### src/rtl/ahb2_cmd_master.sv
// ahb2_cmd_master: turns a valid/ready command stream into single NONSEQ
// AHB-Lite transfers. The address phase of the next command overlaps the
// data phase of the current one, so at most two commands are outstanding.
// Completions come back in order on a response port that cannot stall.
module ahb2_cmd_master #(
  parameter int          ADDR_WIDTH = 32,
  parameter logic [3:0]  HPROT_VAL  = 4'b0011
) (
  input  logic                  clk,
  input  logic                  rst_n,
  input  logic                  cmd_valid,
  output logic                  cmd_ready,
  input  logic                  cmd_write,
  input  logic [ADDR_WIDTH-1:0] cmd_addr,
  input  logic [1:0]            cmd_size,
  input  logic [31:0]           cmd_wdata,
  output logic                  rsp_valid,
  output logic                  rsp_write,
  output logic [31:0]           rsp_rdata,
  output logic                  rsp_err,
  output logic [1:0]            htrans,
  output logic [ADDR_WIDTH-1:0] haddr,
  output logic                  hwrite,
  output logic [2:0]            hsize,
  output logic [2:0]            hburst,
  output logic [3:0]            hprot,
  output logic [31:0]           hwdata,
  input  logic                  hready,
  input  logic                  hresp,
  input  logic [31:0]           hrdata
);

  localparam logic [1:0] HTRANS_IDLE   = 2'b00;
  localparam logic [1:0] HTRANS_NONSEQ = 2'b10;

  // Address-phase slot. haddr/hwrite/hsize double as its address, direction
  // and size storage: they are only reloaded when a new command is accepted.
  logic                  aph_valid;
  logic [31:0]           aph_wdata;
  // Data-phase slot.
  logic                  dph_valid;
  logic                  dph_write;
  // Set between the two cycles of an ERROR response; blocks new address phases.
  logic                  err_hold;

  logic                  accept;
  logic                  addr_done;
  logic                  dph_done;
  logic                  err_first;
  logic [1:0]            eff_size;
  logic [ADDR_WIDTH-1:0] aligned_addr;

  assign addr_done = (htrans == HTRANS_NONSEQ) && hready;
  assign dph_done  = dph_valid && hready;
  assign err_first = dph_valid && !hready && hresp;
  assign cmd_ready = !err_hold && (!aph_valid || addr_done);
  assign accept    = cmd_valid && cmd_ready;

  assign hburst = 3'b000;
  assign hprot  = HPROT_VAL;

  // Size 3 is illegal and issued as a word; drop the address bits below the size.
  always_comb begin
    // NOTE: every variable gets a default before the branches, so no path can
    // leave it unassigned and infer a latch.
    eff_size     = cmd_size;
    aligned_addr = cmd_addr;
    if (cmd_size == 2'd3) eff_size = 2'd2;
    case (eff_size)
      2'd1:    aligned_addr[0]   = 1'b0;
      2'd2:    aligned_addr[1:0] = 2'b00;
      default: ;
    endcase
  end

  // Address-phase slot and the registered address-phase bus signals.
  always_ff @(posedge clk) begin
    // NOTE: state registers use non-blocking assignments so every flop samples
    // pre-edge values regardless of block evaluation order.
    if (!rst_n) begin
      aph_valid <= 1'b0;
      aph_wdata <= '0;
      htrans    <= HTRANS_IDLE;
      haddr     <= '0;
      hwrite    <= 1'b0;
      hsize     <= 3'b000;
    end else begin
      if (accept) begin
        aph_valid <= 1'b1;
        aph_wdata <= cmd_wdata;
        haddr     <= aligned_addr;
        hwrite    <= cmd_write;
        hsize     <= {1'b0, eff_size};
      end else if (addr_done) begin
        aph_valid <= 1'b0;
      end

      // An ERROR forces IDLE for its second cycle; the held entry is re-driven
      // as a fresh NONSEQ once the ERROR completes.
      if (err_first)
        htrans <= HTRANS_IDLE;
      else if (accept)
        htrans <= HTRANS_NONSEQ;
      else if (addr_done)
        htrans <= HTRANS_IDLE;
      else if (err_hold && dph_done && aph_valid)
        htrans <= HTRANS_NONSEQ;
    end
  end

  // Data-phase slot; write data moves onto hwdata as the address phase completes.
  always_ff @(posedge clk) begin
    if (!rst_n) begin
      dph_valid <= 1'b0;
      dph_write <= 1'b0;
      hwdata    <= '0;
    end else if (addr_done) begin
      dph_valid <= 1'b1;
      dph_write <= hwrite;
      if (hwrite) hwdata <= aph_wdata;
    end else if (dph_done) begin
      dph_valid <= 1'b0;
    end
  end

  // Track the two-cycle ERROR response.
  always_ff @(posedge clk) begin
    if (!rst_n)
      err_hold <= 1'b0;
    else if (dph_done)
      err_hold <= 1'b0;
    else if (err_first)
      err_hold <= 1'b1;
  end

  // One-cycle completion pulse per finished data phase.
  always_ff @(posedge clk) begin
    if (!rst_n) begin
      rsp_valid <= 1'b0;
      rsp_write <= 1'b0;
      rsp_rdata <= '0;
      rsp_err   <= 1'b0;
    end else if (dph_done) begin
      rsp_valid <= 1'b1;
      rsp_write <= dph_write;
      rsp_rdata <= dph_write ? 32'h0 : hrdata;
      rsp_err   <= hresp;
    end else begin
      rsp_valid <= 1'b0;
    end
  end

  a_legal_size: assert property (@(posedge clk) disable iff (!rst_n)
    accept |-> (cmd_size != 2'd3));

endmodule

### config.mk
export PLATFORM = sky130hd
export DESIGN_NAME = ahb2_cmd_master
export DESIGN_NICKNAME = d
export VERILOG_FILES = /design/src/rtl/ahb2_cmd_master.sv
export SDC_FILE = /design/constraint.sdc
export NUM_CORES = 1
export LEC_CHECK = 0
export ABC_AREA = 1
export CAP_MARGIN = 20
export CORE_MARGIN = 2
export CORE_UTILIZATION = 47
export DETAILED_ROUTE_END_ITERATION = 8
export PLACE_DENSITY = 0.89
export SKIP_LAST_GASP = 1
export SLEW_MARGIN = 10
export SYNTH_ARGS = -nofsm -noshare
export SYNTH_HDL_FRONTEND = slang
export SYNTH_SLANG_ARGS = --single-unit
### constraint.sdc
create_clock -name clk -period 2.3 [get_ports clk]
set_input_delay 0.46 -clock clk [delete_from_list [all_inputs] [get_ports clk]]
set_output_delay 0.46 -clock clk [all_outputs]
set_load 0.005 [all_outputs]
# Yosys cells after proc, flatten, opt, wreduce, memory -nomap -nowiden

Index checks and enable logic that the tools add are counted.

Logic and storage cells: 49
Bits in registers: 139
Output and inout bits: 113

Reductions and logical operators: 19
Bitwise gates (word level): 1
Multiplexer cells: 12
Equality and inequality tests: 3

Operators with widths:

| kind                 | count |
|---|---|
| $mux W32             | 1 |
| $logic_and A1 B1 Y1  | 8 |
| $mux W2              | 4 |
| $mux W1              | 7 |
| $reduce_or A2 Y1     | 3 |
| $eq A2 B2 Y1 const B | 2 |
| $reduce_bool A2 Y1   | 2 |
| $logic_not A1 Y1     | 3 |
| $reduce_bool A3 Y1   | 1 |
| $eq A2 B1 Y1 const B | 1 |
| $reduce_and A2 Y1    | 1 |
| $logic_or A1 B1 Y1   | 1 |
| $not A1 Y1           | 1 |

# Logic depth before layout (Yosys ltp)

Gate-level depths: netlist (run 1).

Depth after elaboration: 6
Gate-level depth with buffers: 8
Gate-level depth less buffers: 6

# Least setup slack after synthesis (run 1)

Ideal clock, no wire load.

Kind: input -> register
Start point: input hready
End point: register haddr[0]
Slack: 1,004 ps
Data required time: 2,187 ps
Data arrival time: 1,184 ps
Path buffers: 3
Library setup time: 113 ps
Cell stages on the path: 8
Cells stage by stage: nand2_2 > nand2_1 > nand3_1 > buf_2 > buf_6 > buf_6 > nor2_1 > nor2_1

Word-level cells in the longest chain between the ends: 4

RTL lines:

| element              | RTL line | RTL |
|---|---|---|
| from (decl)          | 28       | `input logic hready,` |
| $logic_and A1 B1 Y1  | 53       | `assign addr_done = (htrans == HTRANS_NONSEQ) && hready;` |
| $logic_or A1 B1 Y1   | 56       | `assign cmd_ready = !err_hold && (!aph_valid \|\| addr_done);` |
| $logic_and A1 B1 Y1  | 56       |  |
| $logic_and A1 B1 Y1  | 57       | `assign accept = cmd_valid && cmd_ready;` |
| to (signal assigned) | 91       | `haddr <= aligned_addr;` |
| to (decl)            | 22       | `output logic [ADDR_WIDTH-1:0] haddr,` |

Every way passes these cells.
A chain may end at the register's enable or synchronous reset.

# Final worst setup path (run 1)

Start point: input hready
End point: output cmd_ready

Word-level cells in the longest chain between the ends: 3

RTL lines:

| element             | RTL line | RTL |
|---|---|---|
| $logic_and A1 B1 Y1 | 53       |  |
| $logic_or A1 B1 Y1  | 56       |  |
| $logic_and A1 B1 Y1 | 56       |  |
| to (decl)           | 12       | `output logic cmd_ready,` |

Every way passes these cells.

==> results of run 1 <==
==> critical path: cells and delay by family <==
kind / cells / cell delay [ns]
simple gates: 1 / 0.10
buf+inv: 2 / 1.04
compound gates: 1 / 0.15
==> kinds of logic (layout without fill, tap and decap cells) <==
| family | after synthesis | after routing | share of synthesized area |
|---|---|---|---|
| other | 2 | 9 | 0.00140 |
| buffers and inverters | 162 | 357 | 0.129 |
| AO/OA/AOI/OAI | 105 | 105 | 0.0983 |
| flip-flops | 139 | 139 | 0.517 |
| AND/OR/NAND/NOR | 350 | 350 | 0.254 |
==> cell type report <==
cell class | count | area [µm²]
clock buffers | 27 | 543
clock inverters | 5 | 77.6
fillers | 866 | 3130
inverters | 107 | 402
multi-input cells | 464 | 1950
flip-flops and latches | 139 | 2780
well taps | 143 | 179
repair buffers | 218 | 2210
==> through the flow <==
stage	cells	hold WS [ns]	util	setup WS [ns]	area, µm²
detailed placement	1071	0.435	0.668	0.105	7530
floorplan	765	0.436	-	1.00	5410
finish	1103	0.435	0.723	0.102	8150
CTS	1103	0.415	0.723	0.106	8150
global route	1103	0.439	0.723	0.0529	8150
global placement	1071	0.430	0.668	0.123	7530
==> power breakdown <==
| part | internal [W] | total, W | switching [W] | leakage (nW) |
|---|---|---|---|---|
| Clock | 0.00182 | 0.00278 | 0.000958 | 0.306 |
| Sequential | 0.00255 | 0.00262 | 0.0000696 | 1.14 |
| Combinational | 0.000450 | 0.000831 | 0.000380 | 2.15 |
==> path summary, 6_finish.rpt <==
check                             to                    start  depth (start not counted)  slack, ns
min reg2reg  hwdata[15]$_SDFFE_PN0P_  hwdata[15]$_SDFFE_PN0P_                          2       0.44
max reg2reg    hsize[0]$_SDFFE_PN0P_   htrans[1]$_SDFFE_PP0P_                          7       0.87
min           aph_valid$_SDFFE_PN0P_                    rst_n                          3       0.44
max                        cmd_ready                   hready                          4       0.10
==> synthesized netlist by cell type <==
cell type / count / area (µm²)
nand2_2: 1 / 6.26
buf_4: 9 / 67.6
nand2_1: 178 / 668
buf_2: 13 / 65.1
a21oi_2: 1 / 8.76
inv_1: 107 / 402
nor2_1: 132 / 495
clkbuf_1: 28 / 105
buf_6: 5 / 56.3
nor3b_1: 1 / 7.51
o21ai_0: 66 / 330
conb_1: 2 / 7.51
a21oi_1: 38 / 190
nand3_1: 38 / 190
dfxtp_1: 139 / 2780
==> layer usage <==
layer / up-vias / global-route usage / wire [µm]
li1: 2644 / - / -
met2: 168 / 0.398 / 6890
met4: 0 / 0.0823 / 225
met3: 22 / 0.0929 / 1090
met5: - / 0 / 0
met1: 2237 / 0.264 / 5850
==> state kept, by name (all words and copies together) (netlist names) <==
register   cells
aph_wdata     32
haddr         32
hwdata        32
rsp_rdata     32
hsize          2
aph_valid      1
dph_valid      1
dph_write      1
err_hold       1
htrans         1
hwrite         1
rsp_err        1
rsp_valid      1
rsp_write      1
==> results.txt, run 1 <==
status: completed
Pwr Density: 766 nW/µm²
Yosys warning total: 0
# setup viols final: 0
GRT overflow: 0
synthesized flop and latch total: 139
DR pass1 iterations: 5
DP Wirelength: 8980 µm
Lkg Pwr: 3.60 nW
Die Y: 111 µm
f_max: 455 MHz
vias in the first global route: 4948
Cell Rows: 39
Clock Skews: 0.00716 ns
first-pass GRT wire length: 23200 µm
Cells after Synth: 758
final WL: 14000 µm
cell with the most instances on the worst path: clkdlybuf4s50_1
sequential share of the synthesized area: 0.517
Port Buf Inserts: 207
Crit path largest cell delay: 0.54 ns
average size of a mapped cell: 7.10 µm²
final RePlAce weighted congestion: 0.752
total power: 0.00624 W
Num CTS Buffers: 17
RSZ-0062 raised after global routing: no
number of routed nets with antenna violations: 0
GRT Total Usage: 0.233
latest clock arrival within the worst-skew pair: 0.41 ns
initial antenna violation count: 0
Setup Fix Bufs, Post-CTS: 0
Clock Tree Buf Depth: 2
# DRC: 0
Synth cell types: 15
# diodes: 0
most common cell after layout, fill and taps aside: clkdlybuf4s50_1
Max-Cap Viols: 0
CP Cell Sequence: clkdlybuf4s50_1, nand2_2, a21oi_1, clkdlybuf4s50_1
critical path class: in2out
Synth Cell Area: 5380 µm²
CP max FO: 5
clock sinks: 139
crit path max-delay cell type: clkdlybuf4s50_1
Worst setup EP type: output port
required time worst endpoint: 1.84 ns
endpoints failing hold: 0
CTS clk-pin slew, worst paths: 0.06 ns
CTS tree: built
Final period util: 0.956
Final Critical Period: 2.20 ns
largest net degree at the start of global routing: 70
io pins: 217
Arr. time, crit path: 1.74 ns
initial core utilization: 0.478
share of cells above drive strength 1: 0.0479
P&R area growth vs syn: 51.3%
Die Footprint: 12300 µm²
routed vias: 5071
most frequent cells in the layout: clkdlybuf4s50_1 (206), nand2_1 (178), dfxtp_1 (139), nor2_1 (132), inv_1 (107)
Worst Setup Start Kind: input pin
Vias/cell: 4.60
PostCTS Resize Cnt: 0
Root Buffer Master: clkbuf_16
H-tree levels: 4
Routed WL per cell: 12.7 µm
Die Wd: 111 µm
nets@finish: 1051
Final Max Tran Viols: 0
setup TNS: 0 ns
initial DRC count: 303
Peak VDD IR: 0.610 mV
Tightest Hold Check Type: in2reg
cts hold-fix bufs: 0
Core Region: 11300 µm²
No activity file was read; power rests on OpenSTA's default activity.
==> run 2: changes to the inputs <==
Settings changed: GPL_ROUTABILITY_DRIVEN from default to 0.
==> results of run 2 <==
The final DEF is identical to that of run 1; final timing and power are the same.
